**src/rtl/mul_div_unit.sv**
```systemverilog
// mul_div_unit: multi-cycle MIPS multiply/divide unit with HI/LO result registers
// Ports:
//   clk_i, reset_i   clock; synchronous active-high reset
//   start_i, op_i    request and opcode (000 MULT, 001 MULTU, 010 DIV, 011 DIVU, 100 MTHI, 101 MTLO, 11x no-op)
//   a_i, b_i         operands rs/rt, latched when a request is accepted
//   flush_i          cancels an in-flight op or blocks an accept; HI/LO untouched
//   busy_o, done_o   mul/div in flight; one-cycle pulse when new HI/LO become visible
//   hi_o, lo_o       HI (product high / remainder), LO (product low / quotient)
module mul_div_unit #(
    parameter int WIDTH      = 32,
    parameter int MUL_STAGES = 3
) (
    input  logic             clk_i,
    input  logic             reset_i,
    input  logic             start_i,
    input  logic [2:0]       op_i,
    input  logic [WIDTH-1:0] a_i,
    input  logic [WIDTH-1:0] b_i,
    input  logic             flush_i,
    output logic             busy_o,
    output logic             done_o,
    output logic [WIDTH-1:0] hi_o,
    output logic [WIDTH-1:0] lo_o
);
    localparam int CW = $clog2((WIDTH + 2 > MUL_STAGES ? WIDTH + 2 : MUL_STAGES) + 1);
    localparam logic [CW-1:0] MUL_LAST = CW'(MUL_STAGES - 1);
    localparam logic [CW-1:0] DIV_LAST = CW'(WIDTH + 1);

    typedef enum logic [1:0] {IDLE, MUL, DIV} state_t;

    state_t             state_q;
    logic               busy_q, done_q, sgn_q;
    logic [WIDTH-1:0]   hi_q, lo_q, a_q, b_q, rem_q, quo_q, dvs_q;
    logic [CW-1:0]      cnt_q;
    logic [2*WIDTH-1:0] prod_q [MUL_STAGES];

    logic               sgn_d, fit_d, neg_q_d, neg_r_d;
    logic [2*WIDTH-1:0] ax_d, bx_d, prod_d;
    logic [WIDTH-1:0]   mag_a_d, mag_b_d;
    logic [WIDTH:0]     sh_d;

    // Even opcodes are the signed variants; sign-extending to 2*WIDTH lets one
    // unsigned multiplier produce both signed and unsigned products.
    assign sgn_d   = ~op_i[0];
    assign ax_d    = {{WIDTH{sgn_d & a_i[WIDTH-1]}}, a_i};
    assign bx_d    = {{WIDTH{sgn_d & b_i[WIDTH-1]}}, b_i};
    assign prod_d  = ax_d * bx_d;
    assign mag_a_d = (sgn_q & a_q[WIDTH-1]) ? -a_q : a_q;
    assign mag_b_d = (sgn_q & b_q[WIDTH-1]) ? -b_q : b_q;
    // Partial remainder shifted left with the next dividend bit pulled in from quo_q.
    assign sh_d    = {rem_q, quo_q[WIDTH-1]};
    assign fit_d   = sh_d >= {1'b0, dvs_q};
    assign neg_q_d = sgn_q & (a_q[WIDTH-1] ^ b_q[WIDTH-1]);
    assign neg_r_d = sgn_q & a_q[WIDTH-1];

    always_ff @(posedge clk_i) begin
        if (reset_i) begin
            state_q <= IDLE;
            busy_q  <= 1'b0;
            done_q  <= 1'b0;
            sgn_q   <= 1'b0;
            hi_q    <= '0;
            lo_q    <= '0;
            a_q     <= '0;
            b_q     <= '0;
            rem_q   <= '0;
            quo_q   <= '0;
            dvs_q   <= '0;
            cnt_q   <= '0;
            for (int i = 0; i < MUL_STAGES; i++) prod_q[i] <= '0;
        end else begin
            done_q <= 1'b0;
            for (int i = 1; i < MUL_STAGES; i++) prod_q[i] <= prod_q[i-1];
            case (state_q)
                IDLE: if (start_i && !flush_i) begin
                    a_q       <= a_i;
                    b_q       <= b_i;
                    sgn_q     <= sgn_d;
                    cnt_q     <= '0;
                    prod_q[0] <= prod_d;
                    case (op_i)
                        3'b000, 3'b001: begin state_q <= MUL; busy_q <= 1'b1; end
                        3'b010, 3'b011: begin state_q <= DIV; busy_q <= 1'b1; end
                        3'b100: hi_q <= a_i;
                        3'b101: lo_q <= a_i;
                        default: ;
                    endcase
                end
                MUL: if (flush_i) begin
                    state_q <= IDLE;
                    busy_q  <= 1'b0;
                end else if (cnt_q == MUL_LAST) begin
                    {hi_q, lo_q} <= prod_q[MUL_STAGES-1];
                    state_q      <= IDLE;
                    busy_q       <= 1'b0;
                    done_q       <= 1'b1;
                end else begin
                    cnt_q <= cnt_q + CW'(1);
                end
                DIV: if (flush_i) begin
                    state_q <= IDLE;
                    busy_q  <= 1'b0;
                end else if (cnt_q == '0) begin
                    rem_q <= '0;
                    quo_q <= mag_a_d;
                    dvs_q <= mag_b_d;
                    cnt_q <= cnt_q + CW'(1);
                end else if (cnt_q == DIV_LAST) begin
                    // Divide by zero bypasses the iteration result entirely.
                    hi_q    <= (b_q == '0) ? a_q : (neg_r_d ? -rem_q : rem_q);
                    lo_q    <= (b_q == '0) ? '1 : (neg_q_d ? -quo_q : quo_q);
                    state_q <= IDLE;
                    busy_q  <= 1'b0;
                    done_q  <= 1'b1;
                end else begin
                    rem_q <= fit_d ? sh_d[WIDTH-1:0] - dvs_q : sh_d[WIDTH-1:0];
                    quo_q <= {quo_q[WIDTH-2:0], fit_d};
                    cnt_q <= cnt_q + CW'(1);
                end
                default: state_q <= IDLE;
            endcase
        end
    end

    assign busy_o = busy_q;
    assign done_o = done_q;
    assign hi_o   = hi_q;
    assign lo_o   = lo_q;
endmodule

```
**config.mk**
```make
export PLATFORM = sky130hd
export DESIGN_NAME = mul_div_unit
export DESIGN_NICKNAME = d
export VERILOG_FILES = /design/src/rtl/mul_div_unit.sv
export SDC_FILE = /design/constraint.sdc
export NUM_CORES = 2
export LEC_CHECK = 0
export BUFFER_PORTS_ARGS = -buffer_cell sky130_fd_sc_hd__clkbuf_2
export CAP_MARGIN = 40
export CORE_MARGIN = 1
export CORE_UTILIZATION = 40
export DETAILED_ROUTE_END_ITERATION = 8
export GPL_ROUTABILITY_DRIVEN = 0
export GPL_TIMING_DRIVEN = 1
export SLEW_MARGIN = 20
export SYNTH_ARGS = -nofsm -noshare
export SYNTH_HDL_FRONTEND = slang
export SYNTH_SLANG_ARGS = --single-unit
```
**constraint.sdc**
```tcl
create_clock -name clk_i -period 9.5 [get_ports clk_i]
set_clock_uncertainty 0.15 [all_clocks]
set_input_delay 0 -clock clk_i [delete_from_list [all_inputs] [get_ports clk_i]]
set_output_delay 0 -clock clk_i [all_outputs]
set_load 0.01 [all_outputs]
```
== Word level (Yosys, flattened, before mapping) ==
Memory sizes are Yosys's and may differ from the RTL's.
Cells that the tools add are included.
Storage, ports and cells
  input port bits: 71
  memories: 1
  output and inout bits: 66
  flip-flop bits (word level): 235
  word-level logic and storage cells: 141
  bits in writable memories: 192
Operators by class
  bitwise logic cells: 11
  reductions and logical operators: 18
  $lt $le $gt $ge: 1
  equal/unequal tests: 25
  $mul: 1
  muxes and demuxes: 66
  add/sub/neg operators: 6
Memories
  prod_q: depth 3, width 64, read ports 3, clocked after memory_dff 0, write ports 3, RTL line 35  | logic [2*WIDTH-1:0] prod_q [MUL_STAGES];
Operator list (count)
  2-to-1 mux 32 bit: 25
  2-to-1 mux 64 bit: 3
  case mux 32 bit (3 select lines): 2
  negator 32 bit: 4
  multiplier 33 x 33 -> 64 bit: 1
  2-to-1 mux 6 bit: 6
  greater-or-equal comparator 33 x 32 -> 1 bit: 1
  logical NOT 32 bit: 1
  subtractor 32 bit: 1
  2-to-1 mux 1 bit: 19
  != test 2 bit, second input constant: 9
  case mux 6 bit (3 select lines): 1
  AND reduction 8 bit: 2
  2-to-1 mux 2 bit: 6
  != test 3 bit, second input constant: 4
  AND reduction 6 bit: 2
  adder 6 x 1 -> 6 bit, second input constant: 1
  == test 3 x 2 -> 1 bit, second input constant: 2
  == test 3 bit, second input constant: 2
  == test 6 x 2 -> 1 bit, second input constant: 1
  == test 6 bit, second input constant: 1
  logical NOT 6 bit: 1
  case mux 2 bit (3 select lines): 1
  AND reduction 3 bit: 2
  other kinds (21): 30

== Depth between registers and ports, before layout ==
  depth after elaboration: 8
  depth in mapped cells: 31
  mapped depth without buffers: 28

== Worst setup path before layout ==
OpenSTA, ideal clock, no wires.
  kind: input-to-reg
  start: input port a_i[31]
  end: memory prod_q[0][63] (netlist bit) (data pin)
  stages on the path: 26
  slack: 1.477 ns
  buffers on the path: 2
  data required time: 9.084 ns
  arrival time: 7.607 ns
  library setup time: 0.266 ns
  path through: clkbuf_1 nor2b_1 clkbuf_1 nand2_1 inv_1 fa_1 fa_1 fa_1 inv_1 fa_1 fa_1 fa_1 fa_1 inv_1 fa_1 ha_1 a21o_1 a21o_1 a221o_1 a21oi_1 o21bai_1 a21oi_1 nor2b_1 a311oi_1 xnor2_1 nor2_1
RTL lines
  from (decl): RTL line 17  | input logic [WIDTH-1:0] a_i,
  to (decl): RTL line 35

==> flow_summary.json <==
{
  "synth_mux_area_share_pct": 0.0891,
  "final_cell_mix": "inv_1 (1171), fa_1 (1126), nand2_1 (877)",
  "start_kind": "input port",
  "max_freq_ghz": 0.115,
  "grt_overflow": 0,
  "multiInputGateArea_um2": 43000,
  "gr-usage-all-layers_pct": 24.5,
  "synth-simple-area-share_pct": 15.6,
  "yosysWarnings": 0,
  "synth_compound_area_share_pct": 9.49,
  "dieHeight_um": 386,
  "port_buffers": 136,
  "areaGrowthSynthToFinish_pct": 8.78,
  "drt_pass1_iterations": 8,
  "grt_setup_unrepaired": "false",
  "grt_pass1_vias": 46126,
  "cp-end-kind": "flip-flop",
  "ys_ff_latch": 427,
  "holdCritStartpoint": "b_i[31]",
  "maxCapViolCount": 0,
  "grt_max_degree": 79,
  "nFillCells": 14226,
  "final_common_cell": "inv_1",
  "die_w_um": 386,
  "clock_latency_ns": 0.59,
  "cp_common_cell": "fa_1",
  "cts.hold.buffers_added": 30,
  "syn_inst": 6430,
  "vias": 44727,
  "cts.sinks": 427,
  "cts_tree": "yes",
  "synth_top_family_by_area": "adder cells",
  "via_per_inst": 5.29,
  "totalWireLength_um": 180000,
  "finalSetupViolCount": 0,
  "cts_buffers": 44,
  "status": "finished, final reports clean",
  "drtIter0Drc": 3710,
  "crit_required_ns": 9.73,
  "cp_slowest_cell": "or4_4",
  "pin_count": 137,
  "synth_cell_type_count": 87,
  "crit_type": "in2reg",
  "synth_area_um2": 59000,
  "h-tree-depth": 2,
  "synthArstFlopShare_pct": 0,
  "cts_setup_buffers": 0,
  "maxSlewHeadroom_pct": 36.9,
  "synth_edf_count": 192,
  "r2r_start": "rem_q[0]",
  "synth_flop_cell": "dfxtp_1",
  "finalMaxSlewViolations": 0,
  "syn_avg_cell_area_um2": 9.17,
  "fp.coreArea_um2": 146000,
  "hp-class": "in2reg",
  "wl_per_cell_um": 21.3,
  "rows": 140,
  "crit_fanout": 32,
  "synth_adder_area_share_pct": 43.7,
  "clk_pin_slew_ns": 0.06,
  "hold_viol": 0,
  "cpLargestDelayFamily": "adder cells",
  "critPathMaxStageDelay_ns": 0.64,
  "tightest_slew_ns": 0.947,
  "startpoint": "b_i[4]",
  "fin_crit_ns": 8.69,
  "clockBufferDepth": 3,
  "min_period_over_period_pct": 91.5,
  "synth_xor_xnor_area_share_pct": 3.21,
  "route.detailed.drc": 0,
  "layout-drive-gt1-share_pct": 5.91,
  "cp.arrival_ns": 8.92,
  "start_util_pct": 40.4,
  "cts_root_buffer": "clkbuf_16",
  "ys_seq_area_share_pct": 17.8,
  "cts_resized": 0,
  "grt_pass1_wl_um": 278000,
  "hpwl_um": 144000,
  "die_area_um2": 149000,
  "num-nets-final": 7949,
  "antenna_found_initial": 15,
  "critPathBufInv": 8,
  "postRouteAntennaNets": 0,
  "register_area_um2": 10500,
  "tns_ns": 0
}
## sequential cells by signal, indices dropped and copies added (netlist names), 32 cells and up
register and flops:
a_q 32, rem_q 32, b_q 32, quo_q 32, prod_q 192, lo_o 32, dvs_q 32, hi_o 32
## cell type report
cell class	instances	area share, %
antenna	5	0.0195
clock buffer	65	1.97
clock inverter	17	0.269
inverter	1172	6.86
multi-input combinational	4548	67.1
sequential	427	16.3
tap	1917	3.74
timing repair buffer	303	3.72
## path summary, 6_finish.rpt
check	depth (start not counted)	slack, ns	to
worst min register to register	1	0.30	hi_o[22]
worst max-delay path	28	0.81	prod_q[0][57]
worst min-delay path	3	0.02	b_q[31]
worst max register to register	11	5.55	rem_q[13]
## synthesized netlist by cell type (25+ instances only)
master / instances / area share (%)
o211ai_1: 33 / 0.42
nor2_1: 319 / 2.0
nand4_1: 25 / 0.27
o21ai_1: 37 / 0.31
and2_1: 397 / 4.2
inv_1: 1171 / 7.5
nand2_1: 877 / 5.6
edfxtp_1: 192 / 9.8
dfxtp_1: 235 / 8.0
a21o_1: 67 / 0.85
nand3_1: 33 / 0.28
a211oi_1: 61 / 0.78
xor2_1: 94 / 1.4
nor2b_1: 145 / 1.5
nor3_1: 51 / 0.43
a22o_1: 65 / 0.97
a31oi_1: 70 / 0.74
ha_1: 256 / 5.4
xnor2_1: 122 / 1.8
clkbuf_1: 391 / 2.5
a21oi_1: 236 / 2.0
o21ai_0: 157 / 1.3
fa_1: 1126 / 38
## kinds of logic after synthesis
logic type                 Yosys count
other                                1
AOI/OAI and AO/OA                  869
adders and majority gates         1382
DFF                                427
and+or+nand+nor                   1948
muxes                                5
buffers and inverters             1582
xor gates and xnor gates           216
## worst register-to-register path, cell delays in order (launching register included)
cell and delay, ns:
dfxtp_1 0.52, ha_1 0.31, nor2b_1 0.15, o31a_1 0.27, o221ai_1 0.37, o211ai_1 0.18
a21oi_1 0.33, o31ai_1 0.20, a21boi_4 0.27, buf_4 0.49, mux2_2 0.41, a22o_1 0.17
## per-layer routing
layer	track usage (%)	wire, um	up-vias	share of wire [%]
li1	-	-	19834	-
met1	33.8	77100	23058	43
met2	39.8	84700	1551	47
met3	3.28	11900	280	6.6
met4	7.58	6330	4	3.5
met5	0	21	-	0.012
## metrics by stage
| step | setup WS (ns) | cell area, um2 | utilization, % | instances | hold slack [ns] |
|---|---|---|---|---|---|
| floorplan | 1.48 | 59400 | - | 6557 | -0.0713 |
| global placement | 0.770 | 61900 | 42.4 | 8310 | 0.163 |
| detailed placement | 0.773 | 62200 | 42.6 | 8325 | 0.167 |
| CTS | 0.963 | 63900 | 43.8 | 8437 | 0.00637 |
| global route | 0.625 | 64100 | 44.0 | 8452 | 0.00813 |
| finish | 0.810 | 64100 | 44.0 | 8454 | 0.0162 |
Power is not shown: default switching activity piles up to over one toggle a cycle in this logic, so the estimate is an artifact.
